<file path="src/rtl/mem_arbiter.sv">
// -----------------------------------------------------------------------------
// mem_arbiter
//
// Two-port round-robin arbiter in front of a single-port data memory, with a
// built-in sweep that zeroes the whole memory on request.
//
// Parameters
//   p_WORD_LEN      data word width
//   p_ADDR_LEN      address width
//   p_DATA_MEM_SIZE number of words swept by a clear (power of two)
//
// Ports
//   clk, rst               clock; asynchronous active-low reset
//   a_req/a_we/a_addr/a_wdata  port A (CPU) request, write-not-read, address, data
//   a_gnt, a_rdata             port A grant and registered read data
//   b_*                        port B (debug/DMA), same shape as port A
//   clr_start                  pulse requesting a full memory clear
//   clr_busy, clr_done         clear in progress; one-cycle completion pulse
//   mem_address/mem_dataIn/mem_writeEn  shared memory port, driven from state
//   mem_dataOut                asynchronous read data from the memory
// -----------------------------------------------------------------------------
module mem_arbiter #(
    parameter int p_WORD_LEN      = 16,
    parameter int p_ADDR_LEN      = 16,
    parameter int p_DATA_MEM_SIZE = 1024
) (
    input  logic                  clk,
    input  logic                  rst,

    input  logic                  a_req,
    input  logic                  a_we,
    input  logic [p_ADDR_LEN-1:0] a_addr,
    input  logic [p_WORD_LEN-1:0] a_wdata,
    output logic                  a_gnt,
    output logic [p_WORD_LEN-1:0] a_rdata,

    input  logic                  b_req,
    input  logic                  b_we,
    input  logic [p_ADDR_LEN-1:0] b_addr,
    input  logic [p_WORD_LEN-1:0] b_wdata,
    output logic                  b_gnt,
    output logic [p_WORD_LEN-1:0] b_rdata,

    input  logic                  clr_start,
    output logic                  clr_busy,
    output logic                  clr_done,

    output logic [p_ADDR_LEN-1:0] mem_address,
    output logic [p_WORD_LEN-1:0] mem_dataIn,
    output logic                  mem_writeEn,
    input  logic [p_WORD_LEN-1:0] mem_dataOut
);

    localparam int CNT_W = (p_DATA_MEM_SIZE > 1) ? $clog2(p_DATA_MEM_SIZE) : 1;
    localparam logic [CNT_W-1:0] CNT_LAST = CNT_W'(p_DATA_MEM_SIZE - 1);

    typedef enum logic [1:0] {
        IDLE    = 2'd0,
        SERVE_A = 2'd1,
        SERVE_B = 2'd2,
        CLEAR   = 2'd3
    } state_t;

    state_t                  state_q,    state_d;
    logic                    last_b_q,   last_b_d;    // 1: port B was served last
    logic [CNT_W-1:0]        clr_cnt_q,  clr_cnt_d;
    logic                    a_gnt_q,    a_gnt_d;
    logic                    b_gnt_q,    b_gnt_d;
    logic                    clr_busy_q, clr_busy_d;
    logic                    clr_done_q, clr_done_d;
    logic [p_WORD_LEN-1:0]   a_rdata_q,  a_rdata_d;
    logic [p_WORD_LEN-1:0]   b_rdata_q,  b_rdata_d;

    logic                    pick_a;
    logic                    pick_b;
    state_t                  arb_state;

    // Next-state / next-output logic.
    // NOTE: every signal gets a default at the top so no path leaves it
    // unassigned; otherwise synthesis infers a latch.
    always_comb begin
        state_d    = state_q;
        last_b_d   = last_b_q;
        clr_cnt_d  = clr_cnt_q;
        a_rdata_d  = a_rdata_q;
        b_rdata_d  = b_rdata_q;
        clr_done_d = 1'b0;

        // Round-robin: on a tie the port that was not served last wins.
        pick_a    = a_req && (!b_req || last_b_q);
        pick_b    = b_req && !pick_a;
        arb_state = pick_a ? SERVE_A : (pick_b ? SERVE_B : IDLE);

        case (state_q)
            CLEAR: begin
                // clr_start is deliberately not looked at while sweeping.
                clr_cnt_d = clr_cnt_q + CNT_W'(1);
                if (clr_cnt_q == CNT_LAST) begin
                    clr_cnt_d  = '0;
                    clr_done_d = 1'b1;
                    state_d    = arb_state;
                end
            end
            default: begin
                state_d = clr_start ? CLEAR : arb_state;
            end
        endcase

        if (state_d == SERVE_A) last_b_d = 1'b0;
        if (state_d == SERVE_B) last_b_d = 1'b1;

        // Read data is captured at the edge that ends the grant cycle.
        if (state_q == SERVE_A && !a_we) a_rdata_d = mem_dataOut;
        if (state_q == SERVE_B && !b_we) b_rdata_d = mem_dataOut;

        a_gnt_d    = (state_d == SERVE_A);
        b_gnt_d    = (state_d == SERVE_B);
        clr_busy_d = (state_d == CLEAR);
    end

    // NOTE: sequential state uses non-blocking assignments so every flop
    // samples the pre-edge values, independent of statement order.
    always_ff @(posedge clk or negedge rst) begin
        if (!rst) begin
            state_q    <= IDLE;
            last_b_q   <= 1'b1;
            clr_cnt_q  <= '0;
            a_gnt_q    <= 1'b0;
            b_gnt_q    <= 1'b0;
            clr_busy_q <= 1'b0;
            clr_done_q <= 1'b0;
            a_rdata_q  <= '0;
            b_rdata_q  <= '0;
        end else begin
            state_q    <= state_d;
            last_b_q   <= last_b_d;
            clr_cnt_q  <= clr_cnt_d;
            a_gnt_q    <= a_gnt_d;
            b_gnt_q    <= b_gnt_d;
            clr_busy_q <= clr_busy_d;
            clr_done_q <= clr_done_d;
            a_rdata_q  <= a_rdata_d;
            b_rdata_q  <= b_rdata_d;
        end
    end

    // Shared memory port follows the current state. Requesters hold their
    // address/data stable through the grant, so nothing is latched here.
    always_comb begin
        mem_address = '0;
        mem_dataIn  = '0;
        mem_writeEn = 1'b0;
        case (state_q)
            SERVE_A: begin
                mem_address = a_addr;
                mem_dataIn  = a_wdata;
                mem_writeEn = a_we;
            end
            SERVE_B: begin
                mem_address = b_addr;
                mem_dataIn  = b_wdata;
                mem_writeEn = b_we;
            end
            CLEAR: begin
                mem_address = p_ADDR_LEN'(clr_cnt_q);
                mem_writeEn = 1'b1;
            end
            default: ;
        endcase
    end

    assign a_gnt    = a_gnt_q;
    assign b_gnt    = b_gnt_q;
    assign clr_busy = clr_busy_q;
    assign clr_done = clr_done_q;
    assign a_rdata  = a_rdata_q;
    assign b_rdata  = b_rdata_q;

endmodule
</file>
<file path="config.mk">
export PLATFORM = sky130hd
export DESIGN_NAME = mem_arbiter
export DESIGN_NICKNAME = d
export VERILOG_FILES = /design/src/rtl/mem_arbiter.sv
export SDC_FILE = /design/constraint.sdc
export NUM_CORES = 1
export LEC_CHECK = 0
export ABC_CLOCK_PERIOD_IN_PS = 2600
export CAP_MARGIN = 20
export CORE_UTILIZATION = 38
export CTS_BUF_LIST = sky130_fd_sc_hd__clkbuf_16
export DETAILED_ROUTE_END_ITERATION = 16
export PLACE_DENSITY = 0.81
export SLEW_MARGIN = 20
export SYNTH_ARGS = -nofsm -noshare
export SYNTH_HDL_FRONTEND = slang
export SYNTH_SLANG_ARGS = --single-unit
</file>
<file path="constraint.sdc">
create_clock -name clk -period 2.6 [get_ports clk]
set_input_delay 0.52 -clock clk [delete_from_list [all_inputs] [get_ports clk]]
set_output_delay 0.52 -clock clk [all_outputs]
set_load 0.05 [all_outputs]
</file>
* Word-level counts from Yosys, hierarchy flattened
Cells that the tools add are included.
Word-level totals: register bits after elaboration 49, input bits 87
Cells by class: add/subtract/negate cells 1, eq/ne operators 7, muxes and demuxes 13, reduce and logical (&&, ||, !) cells 10
Operators by type and width (count):
- $pmux W16 S3 | 1
- $pmux W16 S2 | 1
- $add A10 B1 Y10 const B | 1
- $eq A10 B10 Y1 const B | 1
- $mux W10 | 1
- $mux W2 | 5
- $eq A2 B2 Y1 const B | 4
- $eq A2 B1 Y1 const B | 2
- $logic_and A1 B1 Y1 | 4
- $logic_not A1 Y1 | 4
- $mux W1 | 4
- $pmux W1 S3 | 1
- $reduce_bool A2 Y1 | 1
- $logic_or A1 B1 Y1 | 1

* Longest topological paths before layout
Gate-level depths: netlist of run 1.
depth in word-level cells 12, gate-level depth with buffers 7, gate-level depth less buffers 6

* Least setup slack after synthesis of run 1
OpenSTA, ideal clock, no wires.
path type register to output, start point register (tool-made name), end point output mem_address[2], data arrival time 2001 ps, path slack 79 ps, stages on the path, launching flop included 7, cells stage by stage dfrtp_1 -> inv_1 -> ha_1 -> clkbuf_1 -> clkbuf_1 -> a22oi_1 -> a21oi_1
RTL lines:
- to (decl) | line 48 | output logic [p_ADDR_LEN-1:0] mem_address,

==> results of run 1 <==
layout by cell type (no fill, tap or decap), types with 2 or more instances in the layout:
cell type,netlist,routed
a21oi_1,3,3
a222oi_1,9,9
a22oi_1,23,23
a31oi_1,2,2
buf_12,0,34
buf_4,0,6
clkbuf_16,0,5
clkdlybuf4s50_1,0,121
dfrtp_1,48,48
ha_1,8,7
inv_1,6,7
mux2_2,33,33
nand2_1,8,8
nand2b_1,2,2
nand3_1,2,2
nand4_1,4,4
nor2_1,16,16
nor2b_1,17,17
nor3_1,4,4
o21ai_0,4,4
o311a_2,2,2
xnor2_1,3,3
routing by layer:
layer | GRT usage [%] | wire (um) | up-vias
met5 | 0 | 0 | -
met4 | 6.47 | 158 | 0
met3 | 5.31 | 404 | 17
met2 | 39.8 | 4320 | 91
met1 | 27.7 | 3270 | 1210
li1 | - | - | 1163
power groups by stage:
stage               Combinational, mW  Clock [mW]  Sequential [mW]
global placement                 4.82           0             1.36
floorplan                        1.94           0             2.28
finish                           4.88       0.703             1.37
detailed placement               4.88           0             1.38
CTS                              4.89       0.721             1.37
global route                     5.08       0.756             1.42
per-stage QoR:
| stage | instances | utilization [%] | TNS [ps] | total power, mW |
|---|---|---|---|---|
| 4_1_cts | 461 | 73.0 | 0 | 6.98 |
| 3_5_place_dp | 453 | 70.5 | -32.8 | 6.26 |
| 5_1_grt | 461 | 73.1 | 0 | 7.25 |
| 2_1_floorplan | 234 | - | 0 | 4.22 |
| 6_report | 461 | 73.1 | 0 | 6.95 |
| 3_3_place_gp | 453 | 70.5 | 0 | 6.18 |
synth_stat cells, types with 4 or more instances:
cell type,n,area [um^2]
nor2_1,16,60.1
nor3_1,4,20.0
inv_1,6,22.5
a22oi_1,23,173
a222oi_1,9,90.1
o21ai_0,4,20.0
nor2b_1,17,106
nand4_1,4,25.0
nand2_1,8,30.0
buf_2,6,30.0
clkbuf_1,12,45.0
dfrtp_1,48,1200
mux2_2,33,372
ha_1,8,100
flip-flops by register name, indices dropped and copies added, names as in the netlist, named ones only:
name	flops
state_q	1
last_b_q	1
clr_cnt_q	10
b_rdata	16
b_gnt	1
clr_done	1
clr_busy	1
a_rdata	16
a_gnt	1
what timing repair did:
| item | CTS | global route |
|---|---|---|
| endpoints found under the setup margin | 0 | 10 |
| hold endpoints to repair | 0 | 0 |
| gates resized for setup | 0 | 1 |
| hold buffers | 0 | 0 |
area by class of cell:
type	count	share of cell area, %
timing repair buffer	162	41.1
tap	77	2.04
sequential	49	26.0
multi-input combinational	159	26.9
clock buffer	5	2.65
inverter	6	0.477
clock inverter	3	0.795
critical path: stages (launching register included):
cell,delay (ps)
dfrtp_1,420
inv_1,100
ha_1,150
buf_4,330
a22oi_1,150
nor2b_1,320
buf_12,190
cells by family (layout without fill, tap and decap cells):
logic type | Yosys count | count (layout)
AND/OR/NAND/NOR | 60 | 60
buffers and inverters | 26 | 176
adder cells (fa/ha/maj) | 8 | 8
XOR/XNOR | 4 | 4
flip-flops | 49 | 49
multiplexers | 33 | 33
AO/OA/AOI/OAI | 54 | 54
worst paths after layout:
path                               from       endpoint  cells past startpoint
setup / recovery                   flop  mem_dataIn[9]                      6
hold / removal                      rst     b_rdata[7]                      2
setup reg to reg           clr_cnt_q[1]       last_b_q                      6
hold reg to reg              b_rdata[9]     b_rdata[9]                      1
max in group asynchronous           rst       last_b_q                      2
min in group clk             b_rdata[9]     b_rdata[9]                      1
==> metrics.md, run 1 <==
| Metric | Value |
|---|---|
| Fin. max-slew vios | 0 |
| Setup ws final | 124 ps |
| Post-synth ARST share | 100% |
| WHS | 221 ps |
| Post-synth cell types | 41 |
| Antenna diodes | 0 |
| Initial Util | 40.2% |
| Layout Nets | 478 |
| Initial antenna violation count | 0 |
| Per-cell routed wire length | 17.7 um |
| Final Cell Area | 4720 um^2 |
| Startpoint Class | flop |
| Layout cells sized above 1 | 23.2% |
| Site Rows | 29 |
| RSZ-0062 raised after global routing | no |
| Status | complete, no violations |
| CP endpoint kind | output pin |
| Most used DFF post-synth | dfrtp_1 |
| Total GRT Usage | 22.6% |
| WL final | 8160 um |
| Routability congestion estimate | 0.818 |
| H-tree depth | 2 |
| LEAKAGE | 1.92 nW |
| Vias | 2481 |
| Height of the die | 84.7 um |
| Clock Latency Late Sink | 280 ps |
| Post-Syn Area per Cell | 11.1 um^2 |
| Setup bufs post-CTS | 0 |
| Reg power frac | 19.7% |
| Number of synthesized flops with an enable pin | 0 |
| Hold Crit Class | in -> async |
| Fill cells | 476 |
| Sink Count | 49 |
| Synth Cell Area | 2600 um^2 |
| Crit share post-route | 95.2% |
| DR iter-0 viols | 210 |
| Root buffer cell | clkbuf_16 |
| Largest family of logic cells by synthesized area | compound AO/OA/AOI/OAI gates |
| Crit Path Category | reg -> out |
| Final Hold Vio Count | 0 |
| Adder-cell area share of the yosys netlist | 3.85% |
| Area of the multi-input gates | 1270 um^2 |
| Die footprint | 7170 um^2 |
| Max-slew headroom | 54.4% |
| Highest Clock Rate | 0.404 GHz |
| Post-DRT Antenna Nets | 0 |
| Simple-gate share of the synthesized area | 12.8% |
| Register Area | 1230 um^2 |
| Final min period | 2480 ps |
| HPWL after detailed placement | 6140 um |
| Die Wd | 84.7 um |
| Flops & latches, synth | 49 |
| Sequential area share after synthesis | 47.2% |
| Worst slew pin tran | 684 ps |
| Syn nets | 329 |
| DR vias/cell | 5.38 |
| Max Cap Viol | 0 |
| Reg-to-reg setup timing slack | 280 ps |
| Combinational power share | 70.2% |
| Syn Inst Count | 234 |
| Top-Level Pins | 156 |
| Core Region | 6460 um^2 |
| Port-buffer cells | 155 |
| First-pass GRT wire length | 12800 um |
| DR pass1 iterations | 9 |
| Synthesis-to-layout area growth | 81.6% |
| Worst EP required | 2080 ps |
| NetSw | 3.35 mW |
| Vias in the first global route | 2522 |
| Clock Skew | 5.46 ps |
| DRC errors left | 0 |
| DP Worst Slack | -32.8 ps |
| Worst ir drop on vdd | 0.879 mV |
| Int Power | 3.60 mW |
| Total CTS buffers | 5 |
| Yosys warns | 0 |
| Post-synthesis mux area share | 14.3% |
| GRT overflow | 0 |
| Synth Area in Compound Gates | 16.4% |
| Largest net degree at the start of global routing | 50 |
| Setup-failing EPs final | 0 |
| Worst Path Arrival | 1960 ps |
| Power per cell area | 1470 nW/um^2 |
| DP Area | 4550 um^2 |
| Clock transition at path regs | 60 ps |
| Clk buf depth | 2 |
| Post-Synth XOR/XNOR Area | 1.35% |
| CTS tree | built |
| Sw Share | 48.2% |
| Clk network pwr share | 10.1% |
| CP Max Fanout | 34 |
Note: power is estimated with default switching activity, not from simulation.
==> run 2, diff against run 1 <==
--- a/config.mk
+++ b/config.mk
@@ -5,12 +5,13 @@
 export SDC_FILE = /design/constraint.sdc
 export NUM_CORES = 1
 export LEC_CHECK = 0
+export ABC_AREA = 1
 export ABC_CLOCK_PERIOD_IN_PS = 2600
-export CAP_MARGIN = 20
+export CAP_MARGIN = 15
 export CORE_UTILIZATION = 38
 export CTS_BUF_LIST = sky130_fd_sc_hd__clkbuf_16
 export DETAILED_ROUTE_END_ITERATION = 16
-export PLACE_DENSITY = 0.81
+export PLACE_DENSITY = 0.8
 export SLEW_MARGIN = 20
 export SYNTH_ARGS = -nofsm -noshare
 export SYNTH_HDL_FRONTEND = slang
==> metrics.md, run 2 <==
| Metric | Value |
|---|---|
| Crit Path Category | reg -> out |
| CP cell instances | inv_1 > ha_1 > buf_4 > nand2_1 > a21oi_1 > buf_12 |
| DRC errors left | 0 |
| Worst EP required | 2080 ps |
| Final Non-Filler Cells | 614 |
| Fin. max-slew vios | 0 |
| RSZ-0062 raised after global routing | no |
| Grt met3 use | 8.67% |
| Final min period | 2370 ps |
| Highest Clock Rate | 0.422 GHz |
| Most frequent cells in the layout | 136 x nand2_1, 121 x clkdlybuf4s50_1, 48 x dfrtp_1 |
| Post-synth cell types | 26 |
| Startpoint Class | flop |
| CP endpoint kind | output pin |
| Sw Share | 17.5% |
| Cell taking the most area after synthesis | dfrtp_1 |
| Crit share post-route | 91.2% |
| Antenna diodes | 0 |
| Max-slew headroom | 60.1% |
| Synthesis-to-layout area growth | 79.7% |
| Post-DRT Antenna Nets | 0 |
| Hold Crit Class | in -> async |
| GRT overflow | 0 |
| Clk network pwr share | 46.8% |
| GR peak layer | met2 |
| Vias | 2921 |
| Setup-failing EPs final | 0 |
| Most numerous cell in the Yosys netlist | nand2_1 |
| Fraction of post-synthesis cell area in the top cell type by area | 44.4% |
| H-tree depth | 2 |
| LEAKAGE | 2.17 nW |
| Fill cells | 538 |
| Placed cell count | 606 |
| Post-synth ARST share | 100% |
| Height of the die | 86.3 um |
| Total GRT Usage | 23.8% |
| Clock Skew | 5.09 ps |
| Reg power frac | 44.1% |
| Max Cap Viol | 0 |
| Syn Inst Count | 366 |
| Die footprint | 7450 um^2 |
| Met2 Use GR | 42.8% |
| Initial Util | 39.6% |
| Int Power | 1.43 mW |
| Top-Level Pins | 156 |
| Power per cell area | 356 nW/um^2 |
| DR pass1 iterations | 5 |
| Met1 Track Usage GR | 26.3% |
| DR iter-0 viols | 108 |
| Final Hold Vio Count | 0 |
| Core Region | 6830 um^2 |
| DR vias/cell | 4.76 |
| Yosys warns | 0 |
| Worst slew pin tran | 598 ps |
| Syn nets | 461 |
| Sequential area share after synthesis | 45.4% |
| Most used DFF post-synth | dfrtp_1 |
| CP Max Fanout | 34 |
| Commonest non-fill, non-tap cell in the layout | nand2_1 |
| Root buffer cell | clkbuf_16 |
| CTS tree | built |
| Port-buffer cells | 155 |
| Clock Latency Late Sink | 280 ps |
| Combinational power share | 9.1% |
| Final setup TNS | 0 ps |
| Clk buf depth | 2 |
| Total CTS buffers | 5 |
| Top delay family on crit path | buffers and inverters |
| HPWL after detailed placement | 6820 um |
| Sink Count | 49 |
| Layout Nets | 612 |
| NetSw | 302 uW |
| Flops & latches, synth | 49 |
| Layout cells sized above 1 | 12.2% |
| Vias in the first global route | 2928 |
| Clock transition at path regs | 60 ps |
| Post-Syn Area per Cell | 7.38 um^2 |
| Site Rows | 30 |
| WP buf/inv | 3 |
| First-pass GRT wire length | 13800 um |
| Hold buffers post-CTS | 0 |
| WL final | 8730 um |
| Synth Cell Area | 2700 um^2 |
| Slowest stage delay, CP | 410 ps |
| Initial antenna violation count | 0 |
| Routability congestion estimate | 0.892 |
| Die Wd | 86.3 um |
| Status | complete, no violations |
| Worst ir drop on vdd | 0.370 mV |
| Per-cell routed wire length | 14.2 um |
| Worst path slowest cell | dfrtp_1 |
| Most frequent cells after synthesis | 136 x nand2_1, 48 x dfrtp_1, 46 x inv_1, 35 x o21ai_0, 26 x a21oi_1 |
| Number of synthesized flops with an enable pin | 0 |
| Largest net degree at the start of global routing | 50 |
| Setup bufs post-CTS | 0 |
| Largest cells by area after synthesis | dfrtp_1 44%, nand2_1 19%, o21ai_0 6.5% |
| Worst Path Arrival | 1850 ps |
## run 2: cell types whose count changed after synthesis, moves of 8 or more
cell and change:
a21oi_1 +23, a222oi_1 -9, a22oi_1 -23, clkbuf_1 -8
inv_1 +40, mux2_2 -33, nand2_1 +128, nand3_1 +13
nor2b_1 -17, o21ai_0 +31
## run 2: power by group through the flow
| stage | combinational [mW] | clock, mW | sequential, mW |
|---|---|---|---|
| 3_3_place_gp | 0.155 | 0 | 0.777 |
| 6_report | 0.157 | 0.809 | 0.762 |
| 2_1_floorplan | 0.00868 | 0 | 0.777 |
| 3_5_place_dp | 0.157 | 0 | 0.777 |
| 4_1_cts | 0.158 | 0.828 | 0.762 |
| 5_1_grt | 0.169 | 0.857 | 0.762 |
## run 2: kinds of logic after synthesis
group / after synthesis / synth area share (%)
AND/OR/NAND/NOR: 175 / 27.5
AO/OA/AOI/OAI: 66 / 12.7
buffers and inverters: 65 / 9.68
flip-flops: 49 / 45.4
adder cells (fa/ha/maj): 8 / 3.70
XOR/XNOR: 3 / 0.972
## run 2: worst reg2reg max path: cells and delay by family, from the launching register on
kind | cells | cell delay (ps)
flops | 1 | 400
simple gates | 5 | 620
fa+ha+maj | 2 | 650
compound gates | 1 | 150
buf+inv | 2 | 110
## run 2: routing by layer
| layer | wire [um] | vias to the layer above |
|---|---|---|
| met5 | 0 | - |
| met4 | 115 | 0 |
| met3 | 1030 | 11 |
| met2 | 4140 | 135 |
| met1 | 3440 | 1337 |
| li1 | - | 1438 |
## run 2: through the flow
step	hold WS [ps]	area, um^2	power, mW	setup WS, ps	util (%)
6_report	329	4860	1.73	228	71.1
5_1_grt	397	4860	1.79	80.1	71.1
4_1_cts	348	4850	1.75	138	71.1
3_5_place_dp	473	4660	0.933	389	68.3
3_3_place_gp	465	4660	0.931	497	68.3
2_1_floorplan	224	2700	0.785	320	-
## run 2: layout make-up
| class | count | area, um^2 | area share [%] |
|---|---|---|---|
| well taps | 96 | 120 | 2.47 |
| clock buffers | 5 | 125 | 2.58 |
| repair buffers | 161 | 1920 | 39.6 |
| flip-flops and latches | 49 | 1230 | 25.3 |
| multi-input cells | 252 | 1220 | 25.0 |
| clock inverters | 3 | 65.1 | 1.34 |
| inverters | 48 | 181 | 3.74 |
## run 2: what timing repair did
item	4_1_cts	5_1_grt
resized for setup	0	1
setup endpoints to repair	0	2
hold endpoints to repair	0	0
## run 2: worst paths after layout
path	startpoint	to	slack [ps]	cells past startpoint
worst min register to register	b_rdata[4]	b_rdata[4]	480	2
max in group asynchronous	rst	state_q[0]	1870	2
worst max-delay path	flop	mem_address[11]	230	6
worst max register to register	flop	last_b_q	610	10
min in group clk	b_rdata[4]	b_rdata[4]	480	2
worst min-delay path	rst	b_rdata[0]	330	2
==> run 3, diff against run 2 <==
--- a/config.mk
+++ b/config.mk
@@ -8,6 +8,7 @@
 export ABC_AREA = 1
 export ABC_CLOCK_PERIOD_IN_PS = 2600
 export CAP_MARGIN = 15
+export CORE_ASPECT_RATIO = 0.75
 export CORE_UTILIZATION = 38
 export CTS_BUF_LIST = sky130_fd_sc_hd__clkbuf_16
 export DETAILED_ROUTE_END_ITERATION = 16
==> metrics.md, run 3 (same netlist as run 2, synthesis figures left out) <==
| Metric | Value |
|---|---|
| CP cell instances | inv_1 > ha_1 > buf_4 > nand2_1 > a21oi_1 > buf_12 |
| CP endpoint kind | output pin |
| Height of the die | 75.0 um |
| DR pass1 iterations | 4 |
| Reg2Reg Depth | 10 |
| Reg-to-reg setup timing slack | 580 ps |
| Power per cell area | 324 nW/um^2 |
| Initial Util | 39.6% |
| LEAKAGE | 2.15 nW |
| Core Region | 6830 um^2 |
| Most frequent cells in the layout | 136 x nand2_1, 121 x clkdlybuf4s50_1, 48 x dfrtp_1 |
| Top-Level Pins | 156 |
| CP Max Fanout | 34 |
| Startpoint Class | flop |
| Vias in the first global route | 2716 |
| Layout Nets | 611 |
| DR top layer | met4 |
| H-tree depth | 2 |
| Hold buffers post-CTS | 0 |
| Worst ir drop on vdd | 0.397 mV |
| Largest net degree at the start of global routing | 35 |
| Worst EP required | 2080 ps |
| Hold Crit Class | in -> async |
| WL final | 8610 um |
| Post-DRT Antenna Nets | 0 |
| Met3 wire length | 609 um |
| Max Cap Viol | 0 |
| Sink Count | 49 |
| Worst Path Arrival | 1860 ps |
| Setup ws final | 218 ps |
| Crit share post-route | 91.6% |
| Layout cells sized above 1 | 11.8% |
| RSZ-0062 raised after global routing | no |
| Antenna diodes | 0 |
| CTS tree | built |
| Critical R2R Launch | state_q[0] |
| Per-cell routed wire length | 14.3 um |
| Final min period | 2380 ps |
| DP Area | 4640 um^2 |
| Final Hold Vio Count | 0 |
| Vias | 2862 |
| DR iter-0 viols | 120 |
| Placed cell count | 593 |
| Initial antenna violation count | 0 |
| Root buffer cell | clkbuf_16 |
| Fin. max-slew vios | 0 |
| Status | complete, no violations |
| Clock Latency Late Sink | 280 ps |
| Slowest stage delay, CP | 420 ps |
| Met1 WL | 3730 um |
| Die Wd | 99.4 um |
| Setup-failing EPs final | 0 |
| HPWL after detailed placement | 6570 um |
| Core Util, Final | 70.1% |
| Final Non-Filler Cells | 601 |
| Routability congestion estimate | 0.898 |
| Clock Skew | 3.66 ps |
| Synthesis-to-layout area growth | 77.1% |
| Total CTS buffers | 5 |
| WHS | 161 ps |
| Site Rows | 26 |
| Clk buf depth | 2 |
| Final Cell Area | 4790 um^2 |
| Capturing point of the worst reg2reg path | last_b_q |
| Final setup TNS | 0 ps |
| Highest Clock Rate | 0.420 GHz |
| GRT overflow | 0 |
| Crit Path Category | reg -> out |
| Met2 WL | 4170 um |
| Clock transition at path regs | 70 ps |
| Worst path slowest cell | dfrtp_1 |
| Setup bufs post-CTS | 0 |
| First-pass GRT wire length | 13400 um |
| Commonest non-fill, non-tap cell in the layout | nand2_1 |
| Worst slew pin tran | 538 ps |
| Port-buffer cells | 155 |
| DP Worst Slack | 484 ps |
| Total GRT Usage | 23.1% |
| Total power | 1.55 mW |
| Die footprint | 7460 um^2 |
| DR vias/cell | 4.76 |
| DRC errors left | 0 |
| Max-slew headroom | 64.0% |
| Post-CTS Resized | 0 |
==> run 3: where the power goes <==
| group | total [mW] | internal [mW] | switching, mW |
|---|---|---|---|
| Sequential | 0.762 | 0.762 | 0 |
| Clock | 0.631 | 0.355 | 0.277 |
| Combinational | 0.156 | 0.115 | 0.0408 |
| Total | 1.55 | 1.23 | 0.317 |
==> run 3: layer usage <==
layer | global-route usage, % | up-vias
li1 | - | 1436
met1 | 28.7 | 1303
met2 | 41.0 | 108
met3 | 4.92 | 15
met4 | 7.52 | 0
met5 | 0 | -
==> run 3: area by class of cell <==
type	count	area [um^2]
multi-input cells	252	1220
well taps	84	105
fillers	529	2040
flip-flops and latches	49	1230
inverters	48	181
clock buffers	5	125
clock inverters	3	17.5
repair buffers	160	1910
==> run 3: how the worst max path moves through the flow <==
| stage | from | end | cells past startpoint |
|---|---|---|---|
| after floorplan | flop | mem_dataIn[10] | 5 |
| after global placement | a_req | last_b_q | 7 |
| after detailed placement | state_q[0] | last_b_q | 10 |
| after CTS | state_q[0] | mem_address[7] | 6 |
| after global routing | flop | mem_dataIn[2] | 6 |
| final | state_q[0] | mem_address[15] | 6 |
==> run 3: worst max-delay path: cells and delay by family (launching register included) <==
family          cells  cell delay [ps]
compound gates      1              280
fa+ha+maj           1              150
buf+inv             3              610
flops               1              420
simple gates        1              100
